## src/rtl/pingpong_ram_ctrl.sv

```systemverilog
// pingpong_ram_ctrl: single-clock ping-pong sequencer for a width-converting
// dual-port RAM split into two half-depth banks. An input stream fills one
// bank while the other bank is read out through a 2-entry output buffer that
// absorbs the one-cycle registered RAM read latency.
// Optional build macro PINGPONG_STATUS_EN exposes the live bank_full flags
// and a 16-bit count of read-bank releases (swap_cnt).
module pingpong_ram_ctrl #(
   parameter int WIDTH_WR = 8,
   parameter int DEPTH_WR = 128,
   parameter int WIDTH_RD = 16,
   parameter int DEPTH_RD = 64
) (
   input  logic                        clk,
   input  logic                        rst_n,
   input  logic                        s_valid,
   output logic                        s_ready,
   input  logic [WIDTH_WR-1:0]         s_data,
   output logic                        m_valid,
   input  logic                        m_ready,
   output logic [WIDTH_RD-1:0]         m_data,
   output logic                        ram_wr_en,
   output logic [$clog2(DEPTH_WR)-1:0] ram_wr_addr,
   output logic [WIDTH_WR-1:0]         ram_wr_data,
   output logic [$clog2(DEPTH_RD)-1:0] ram_rd_addr,
   input  logic [WIDTH_RD-1:0]         ram_rd_data
`ifdef PINGPONG_STATUS_EN
   ,
   output logic [1:0]                  bank_full,
   output logic [15:0]                 swap_cnt
`endif
);

   localparam int WC_W = $clog2(DEPTH_WR) - 1;
   localparam int RC_W = $clog2(DEPTH_RD) - 1;
   localparam logic [WC_W-1:0] WC_LAST = WC_W'(DEPTH_WR / 2 - 1);
   localparam logic [RC_W-1:0] RC_LAST = RC_W'(DEPTH_RD / 2 - 1);

   logic                wr_bank_q, wr_bank_d;
   logic                rd_bank_q, rd_bank_d;
   logic [WC_W-1:0]     wr_cnt_q, wr_cnt_d;
   logic [RC_W-1:0]     rd_cnt_q, rd_cnt_d;
   logic [1:0]          bank_full_q, bank_full_d;
   logic                inflight_q, inflight_d;
   logic [1:0]          fifo_cnt_q, fifo_cnt_d;
   logic                fifo_rptr_q, fifo_rptr_d;
   logic                fifo_wptr_q, fifo_wptr_d;
   logic [WIDTH_RD-1:0] fifo_mem_q [2];
   logic [WIDTH_RD-1:0] fifo_mem_d [2];

   logic       wr_acc, wr_last, rd_issue, rd_last, pop;
   logic [1:0] occ, set_full, clr_full;

   // Write side: a bank accepts data until it is marked full. Writes are
   // suppressed while reset is held so nothing reaches the RAM.
   assign s_ready     = !bank_full_q[wr_bank_q];
   assign wr_acc      = s_valid && s_ready && rst_n;
   assign wr_last     = (wr_cnt_q == WC_LAST);
   assign ram_wr_en   = wr_acc;
   assign ram_wr_addr = {wr_bank_q, wr_cnt_q};
   assign ram_wr_data = s_data;

   // Read side: occupancy counts buffered words plus the read in flight,
   // minus a word leaving this cycle, so a held m_ready streams every cycle.
   assign pop         = m_valid && m_ready;
   assign occ         = fifo_cnt_q + {1'b0, inflight_q} - {1'b0, pop};
   assign rd_issue    = bank_full_q[rd_bank_q] && (occ < 2'd2);
   assign rd_last     = (rd_cnt_q == RC_LAST);
   assign ram_rd_addr = {rd_bank_q, rd_cnt_q};
   assign m_valid     = (fifo_cnt_q != 2'd0);
   assign m_data      = fifo_mem_q[fifo_rptr_q];

   // A bank is released as soon as its last address is issued: the RAM has
   // already sampled it, so the writer may reuse the bank on the next edge.
   assign set_full[0] = wr_acc && wr_last && !wr_bank_q;
   assign set_full[1] = wr_acc && wr_last &&  wr_bank_q;
   assign clr_full[0] = rd_issue && rd_last && !rd_bank_q;
   assign clr_full[1] = rd_issue && rd_last &&  rd_bank_q;

   // Next-state for bank ownership, counters and the output buffer.
   always_comb begin
      wr_bank_d   = wr_bank_q;
      wr_cnt_d    = wr_cnt_q;
      rd_bank_d   = rd_bank_q;
      rd_cnt_d    = rd_cnt_q;
      bank_full_d = (bank_full_q | set_full) & ~clr_full;
      inflight_d  = rd_issue;
      fifo_mem_d  = fifo_mem_q;
      fifo_wptr_d = fifo_wptr_q ^ inflight_q;
      fifo_rptr_d = fifo_rptr_q ^ pop;
      fifo_cnt_d  = fifo_cnt_q + {1'b0, inflight_q} - {1'b0, pop};
      if (wr_acc) begin
         wr_cnt_d = wr_cnt_q + 1'b1;
         if (wr_last) begin
            wr_bank_d = !wr_bank_q;
            wr_cnt_d  = '0;
         end
      end
      if (rd_issue) begin
         rd_cnt_d = rd_cnt_q + 1'b1;
         if (rd_last) begin
            rd_bank_d = !rd_bank_q;
            rd_cnt_d  = '0;
         end
      end
      if (inflight_q) begin
         fifo_mem_d[fifo_wptr_q] = ram_rd_data;
      end
   end

   // State registers; reset discards all banks and buffered words at once.
   always_ff @(posedge clk or negedge rst_n) begin
      if (!rst_n) begin
         wr_bank_q     <= 1'b0;
         rd_bank_q     <= 1'b0;
         wr_cnt_q      <= '0;
         rd_cnt_q      <= '0;
         bank_full_q   <= 2'b00;
         inflight_q    <= 1'b0;
         fifo_cnt_q    <= 2'd0;
         fifo_rptr_q   <= 1'b0;
         fifo_wptr_q   <= 1'b0;
         fifo_mem_q[0] <= '0;
         fifo_mem_q[1] <= '0;
      end else begin
         wr_bank_q     <= wr_bank_d;
         rd_bank_q     <= rd_bank_d;
         wr_cnt_q      <= wr_cnt_d;
         rd_cnt_q      <= rd_cnt_d;
         bank_full_q   <= bank_full_d;
         inflight_q    <= inflight_d;
         fifo_cnt_q    <= fifo_cnt_d;
         fifo_rptr_q   <= fifo_rptr_d;
         fifo_wptr_q   <= fifo_wptr_d;
         fifo_mem_q[0] <= fifo_mem_d[0];
         fifo_mem_q[1] <= fifo_mem_d[1];
      end
   end

   // A bank can only be set while empty and cleared while full.
   a_no_set_clr_same_bank: assert property (@(posedge clk) disable iff (!rst_n)
      (set_full & clr_full) == 2'b00);

`ifdef PINGPONG_STATUS_EN
   logic [15:0] swap_cnt_q, swap_cnt_d;

   assign swap_cnt_d = (clr_full != 2'b00) ? swap_cnt_q + 16'd1 : swap_cnt_q;

   // Release counter, wraps naturally at 16 bits.
   always_ff @(posedge clk or negedge rst_n) begin
      if (!rst_n) swap_cnt_q <= 16'd0;
      else        swap_cnt_q <= swap_cnt_d;
   end

   assign bank_full = bank_full_q;
   assign swap_cnt  = swap_cnt_q;
`endif

endmodule

```

## config.mk

```make
export PLATFORM = sky130hd
export DESIGN_NAME = pingpong_ram_ctrl
export DESIGN_NICKNAME = d
export VERILOG_FILES = /design/src/rtl/pingpong_ram_ctrl.sv
export SDC_FILE = /design/constraint.sdc
export NUM_CORES = 1
export LEC_CHECK = 0
export BUFFER_PORTS_ARGS = -buffer_cell sky130_fd_sc_hd__buf_2
export CAP_MARGIN = 20
export CORE_MARGIN = 2
export CORE_UTILIZATION = 52
export DETAILED_ROUTE_END_ITERATION = 7
export GPL_TIMING_DRIVEN = 0
export HOLD_SLACK_MARGIN = 0.1
export PLACE_DENSITY_LB_ADDON = 0.12
export SYNTH_ARGS = -nofsm -noshare
export SYNTH_HDL_FRONTEND = slang
export SYNTH_SLANG_ARGS = --single-unit
```

## constraint.sdc

```tcl
create_clock -name clk -period 2.5 [get_ports clk]
set_input_delay 0.125 -clock clk [delete_from_list [all_inputs] [get_ports clk]]
set_output_delay 0.125 -clock clk [all_outputs]
set_load 0.02 [all_outputs]
```

# Word level (Yosys, flattened, before mapping)

Cells that the tools add are included.

Register bits after elaboration: 52
Output and inout port bits: 40

Equality and inequality tests: 2
Bitwise operators: 7
Multiplexer cells: 12
Reduce and logical (&&, ||, !) cells: 17
Add/subtract/negate cells: 4
$lt $le $gt $ge: 6

Operators by type and width:

| cell                | count |
|---|---|
| $mux 16             | 4 |
| $bwmux 32           | 1 |
| $demux 16 s1        | 1 |
| $logic_and 1x1->1   | 11 |
| $add 6x1->6 const B | 1 |
| $eq 6x6->1 const B  | 1 |
| $mux 6              | 1 |
| $add 5x1->5 const B | 1 |
| $eq 5x5->1 const B  | 1 |
| $mux 5              | 1 |
| $ge 2x2->1 const B  | 2 |
| $lt 1x2->1 const B  | 2 |
| $mux 1              | 4 |
| $not 1->2           | 2 |
| $reduce_and 2->1    | 2 |
| $logic_not 1->1     | 3 |
| $add 2x1->2         | 1 |
| $and 2x2->2         | 1 |
| $lt 2x1->1 const B  | 1 |
| $lt 2x2->1 const B  | 1 |
| $not 2->2           | 1 |
| $or 2x2->2          | 1 |
| $reduce_bool 2->1   | 1 |
| $sub 2x1->2         | 1 |
| $xor 1x1->1         | 2 |

# Logic depth before layout (Yosys ltp)

Depth after elaboration: 9
Depth in mapped cells: 9

# Least setup slack after synthesis

No wires, ideal clock.

Path kind: reg2reg
From: reg fifo_cnt_q[0]
To: reg rd_cnt_q[1]
Period minus slack after synthesis: 2.228 ns
Slack: 0.272 ns
Setup time: 0.125 ns
Arrival time: 2.103 ns
Cell stages (with the launch flop): 9
Path through: dfrtp_1 -> or2_2 -> and2_1 -> ha_1 -> inv_1 -> ha_1 -> xnor3_1 -> nand2b_2 -> mux2_2

Longest elaborated chain between the ends: 5
Elaborated cells between the ends (all ways): 6
Classes of those cells: 2 x add/sub; 1 x order compare; 3 x reduce/logical

Ends and longest elaborated chain:

| item                   | RTL line | source |
|---|---|---|
| start, declared        | 44       | `logic [1:0] fifo_cnt_q, fifo_cnt_d;` |
| start signal, assigned | 131      | `fifo_cnt_q <= fifo_cnt_d;` |
| $reduce_bool 2->1      | 69       | `assign m_valid = (fifo_cnt_q != 2'd0);` |
| net m_valid            | 18       | `output logic m_valid,` |
| $logic_and 1x1->1      | 64       | `assign pop = m_valid && m_ready;` |
| $sub 2x1->2            | 65       | `assign occ = fifo_cnt_q + {1'b0, inflight_q} - {1'b0, pop};` |
| $lt 2x2->1             | 66       | `assign rd_issue = bank_full_q[rd_bank_q] && (occ < 2'd2);` |
| $logic_and 1x1->1      | 66       |  |
| end signal, assigned   | 128      | `rd_cnt_q <= rd_cnt_d;` |
| end, declared          | 41       | `logic [RC_W-1:0] rd_cnt_q, rd_cnt_d;` |

The timed path passes the listed nets, and every way through them passes these cells.
A chain may end at the register's enable or synchronous reset.

# Final worst setup path

From: reg fifo_cnt_q[0]
To: reg rd_cnt_q[3]

Longest elaborated chain between the ends: 5
Elaborated cells between the ends (all ways): 6
Classes of those cells: 2 x add/sub; 1 x order compare; 3 x reduce/logical

Ends and longest elaborated chain:

| item                                                | RTL line |
|---|---|
| branches (longest 2 deep; another with $add 2x1->2) | n/a |
| $sub 2x1->2 *                                       | n/a |
| net fifo_cnt_d[1]                                   | 44 |
| $lt 2x2->1 *                                        | 66 |
| $logic_and 1x1->1 *                                 | 66 |

Mark *: on every way through the listed nets, which the timed path passes.

==> metrics.cfg <==
[synth]
syn_nets = 218
synth.distinct_cells = 33
ys_ff_latch = 52
synth_warnings = 0
yosysSeqAreaShare = 0.5303
synth.avg_cell_area_sq_um = 13.41
netlist_area_sq_mm = 0.002454
syn_inst = 183

[critical_path]
worstSetupStartpointType = register
crit_family = simple AND/OR/NAND/NOR gates
crit_chain = or2_2, and2_1, ha_1, inv_1, ha_1, xnor3_1, inv_1, o31ai_1, o41ai_1
cpPeakStageDelay_ns = 0.38
crit_fanout = 6
slowest_stage = dfrtp_1
path_buf_inv = 2
crit_required_ns = 2.67
endpoint_kind = register
cp.arrival_ns = 2.46
worstSetupPathType = reg -> reg

[power]
seq_power_share = 0.444
p_leak_nw = 1.529
internal-power_w = 0.001487
p_per_area_mw_per_mm2 = 727.5
power.switching_w = 0.0007668
p_clk_frac = 0.216
swShare = 0.3402
pwr-share-comb = 0.340
total_power_w = 0.002254
ir_drop_v = 0.0004057

[route]
drt-wirelength-per-cell_um = 13.56
remaining_drc_errors = 0
wl_mm = 4.339
routed_via_density = 5.250
drt-initial-drc-count = 66
ant_nets = 0
drt_pre_antenna_iters = 4
num_vias = 1680

[timing]
rsz0062_at_grt = false
tns_ns = 0
setup_viol = 0
hold_violations = 0
finalClockSkew_ns = 0.009012
period_needed_ns = 2.286
worst_pin_slew_ns = 0.4708
max_freq_ghz = 0.4374
fin_crit_sh = 0.9146
slew_violations = 0
layout_setup_ws_ns = 0.2136
slew_headroom = 0.6862

[clock_tree]
cts_max_level = 2
cts_buffers = 5
cts_setup_buffers = 0
clkLatencyLatePin_ns = 0.30
clkSlewWorstSetupHoldPaths_ns = 0.09
cts.path.max_buffers = 2
cts_tree = yes
root_buffer = clkbuf_8
cts_sinks = 52

[floorplan]
fp-row-count = 24
ioPinCount = 68
dieArea_sq_mm = 0.005284
chipHeight_um = 72.69
coreArea_sq_mm = 0.004444
initial_core_util = 0.5521
die_w_um = 72.69

[cells_and_area]
n_antenna_cell = 0
mostFrequentLayoutCells = 62 x buf_2, 52 x dfrtp_1, 51 x mux2_2
layout_commonest_cell = buf_2
fill_cells = 331
area_delta_synth_final_pct = 26.26
layout-drive-gt1-share = 0.5075
multi_input_area_sq_mm = 0.001010
seqCellArea_sq_mm = 0.001301
fin_nets = 302

[run_status]
status = finished clean

[grt]
grt_pass1_wl_mm = 7.044
grt_remaining_overflow = 0
antenna_found_initial = 0
grt_max_degree = 37
grt_pass1_vias = 1615
track_usage = 0.1710

[min_path]
hold_path_class = in -> reg

[place]
io_buffers = 59
routabilityCongestion = 0.7748
pre_cts_slack_ns = 0.1937
hpwl_mm = 2.982

[job]
maxCapViolations = 0

## logic make-up (layout without fill, tap and decap cells)
group | count (synthesis) | in the layout | synth area share
buffers and inverters | 27 | 112 | 0.05813
xor gates and xnor gates | 5 | 5 | 0.02346
DFF | 52 | 52 | 0.5303
adders and majority gates | 7 | 7 | 0.03569
muxes | 53 | 53 | 0.2443
and+or+nand+nor | 19 | 19 | 0.04692
AOI/OAI and AO/OA | 20 | 20 | 0.06119
## state kept, by name, indices dropped and copies added (netlist names)
| signal | flops |
|---|---|
| wr_bank_q | 1 |
| fifo_wptr_q | 1 |
| fifo_cnt_q | 2 |
| bank_full_q | 2 |
| inflight_q | 1 |
| rd_bank_q | 1 |
| rd_cnt_q | 5 |
| fifo_rptr_q | 1 |
| wr_cnt_q | 6 |
| fifo_mem_q | 32 |
## repair_timing
item	CTS	global route
endpoints found under the setup margin	0	0
gates resized for setup	0	0
hold buffers	17	0
hold endpoints to repair	51	0
## worst reg2reg max path, cell delays in order (launching register included)
cell and delay [ns]:
dfrtp_1 0.38, or2_2 0.30, and2_1 0.19, ha_1 0.27
inv_1 0.03, ha_1 0.17, xnor3_1 0.33, inv_1 0.13
o31ai_1 0.25, o41ai_1 0.11
## area by class of cell
cell class	instances	share of cell area
inverter	10	0.01212
clock inverter	1	0.002423
multi-input combinational	104	0.3259
clock buffer	7	0.02787
buffer	17	0.03393
timing repair buffer	77	0.1567
tap	52	0.02100
sequential	52	0.4200
## final timing paths
path	cells past startpoint	end	startpoint	slack, ns
setup / recovery	9	rd_cnt_q[3]$_DFFE_PN0N_	fifo_cnt_q[0]$_DFF_PN0_	0.21
hold / removal	3	wr_cnt_q[0]$_DFFE_PN0N_	s_valid	0.15
setup reg to reg	9	rd_cnt_q[3]$_DFFE_PN0N_	fifo_cnt_q[0]$_DFF_PN0_	0.21
hold reg to reg	1	rd_cnt_q[3]$_DFFE_PN0N_	rd_cnt_q[3]$_DFFE_PN0N_	0.51
max in group asynchronous	3	fifo_mem_q[23]$_DFFE_PN0P_	rst_n	1.66
min in group asynchronous	2	fifo_mem_q[14]$_DFFE_PN0P_	rst_n	0.30
## cell usage after synthesis
library cell | number | area, sq um
a21oi_1 | 1 | 5.000
a22o_1 | 1 | 8.760
a22o_2 | 1 | 10.01
a31oi_1 | 2 | 12.51
a32oi_1 | 1 | 8.760
a41oi_1 | 1 | 8.760
and2_1 | 1 | 6.260
and3_1 | 1 | 6.260
buf_2 | 3 | 15.01
buf_4 | 10 | 75.07
clkbuf_1 | 4 | 15.01
dfrtp_1 | 52 | 1301
ha_1 | 7 | 87.58
inv_1 | 10 | 37.54
mux2_2 | 51 | 574.3
mux2_4 | 1 | 15.01
mux2i_1 | 1 | 10.01
nand2_1 | 4 | 15.01
nand2b_2 | 1 | 8.760
nand3_1 | 4 | 20.02
nand3b_1 | 1 | 7.510
nor2_1 | 2 | 7.510
nor3_1 | 2 | 10.01
nor4_4 | 1 | 21.27
o2111ai_1 | 1 | 8.760
o21ai_0 | 3 | 15.01
o31ai_1 | 5 | 37.54
o41ai_1 | 4 | 35.03
or2_1 | 1 | 6.260
or2_2 | 1 | 6.260
xnor2_1 | 1 | 8.760
xnor3_1 | 1 | 22.52
xor2_1 | 3 | 26.28
## power by group through the flow
| stage | Clock (W) | Sequential (W) | Combinational, W |
|---|---|---|---|
| finish | 0.000486 | 0.00100 | 0.000767 |
| global placement | 0 | 0.00101 | 0.000741 |
| detailed placement | 0 | 0.00102 | 0.000750 |
| CTS | 0.000506 | 0.00100 | 0.000775 |
| floorplan | 0 | 0.00105 | 0.000485 |
| global route | 0.000533 | 0.00101 | 0.000839 |
## per-layer routing
metal | part of all wire | global-route usage
met4 | 0.0060 | 0.03704
met3 | 0.042 | 0.04558
met1 | 0.45 | 0.2113
met5 | 0 | 0
met2 | 0.50 | 0.3010
## through the flow
step | area, sq um | hold WS [ns] | cells | util
after global placement | 2814 | 0.3745 | 294 | 0.6332
after CTS | 3098 | 0.1328 | 320 | 0.6971
after floorplan | 2454 | -0.1706 | 183 | -
final | 3098 | 0.1547 | 320 | 0.6971
after global routing | 3098 | 0.1611 | 320 | 0.6971
after detailed placement | 2834 | 0.1063 | 295 | 0.6377
(Power assumes the default switching activity.)
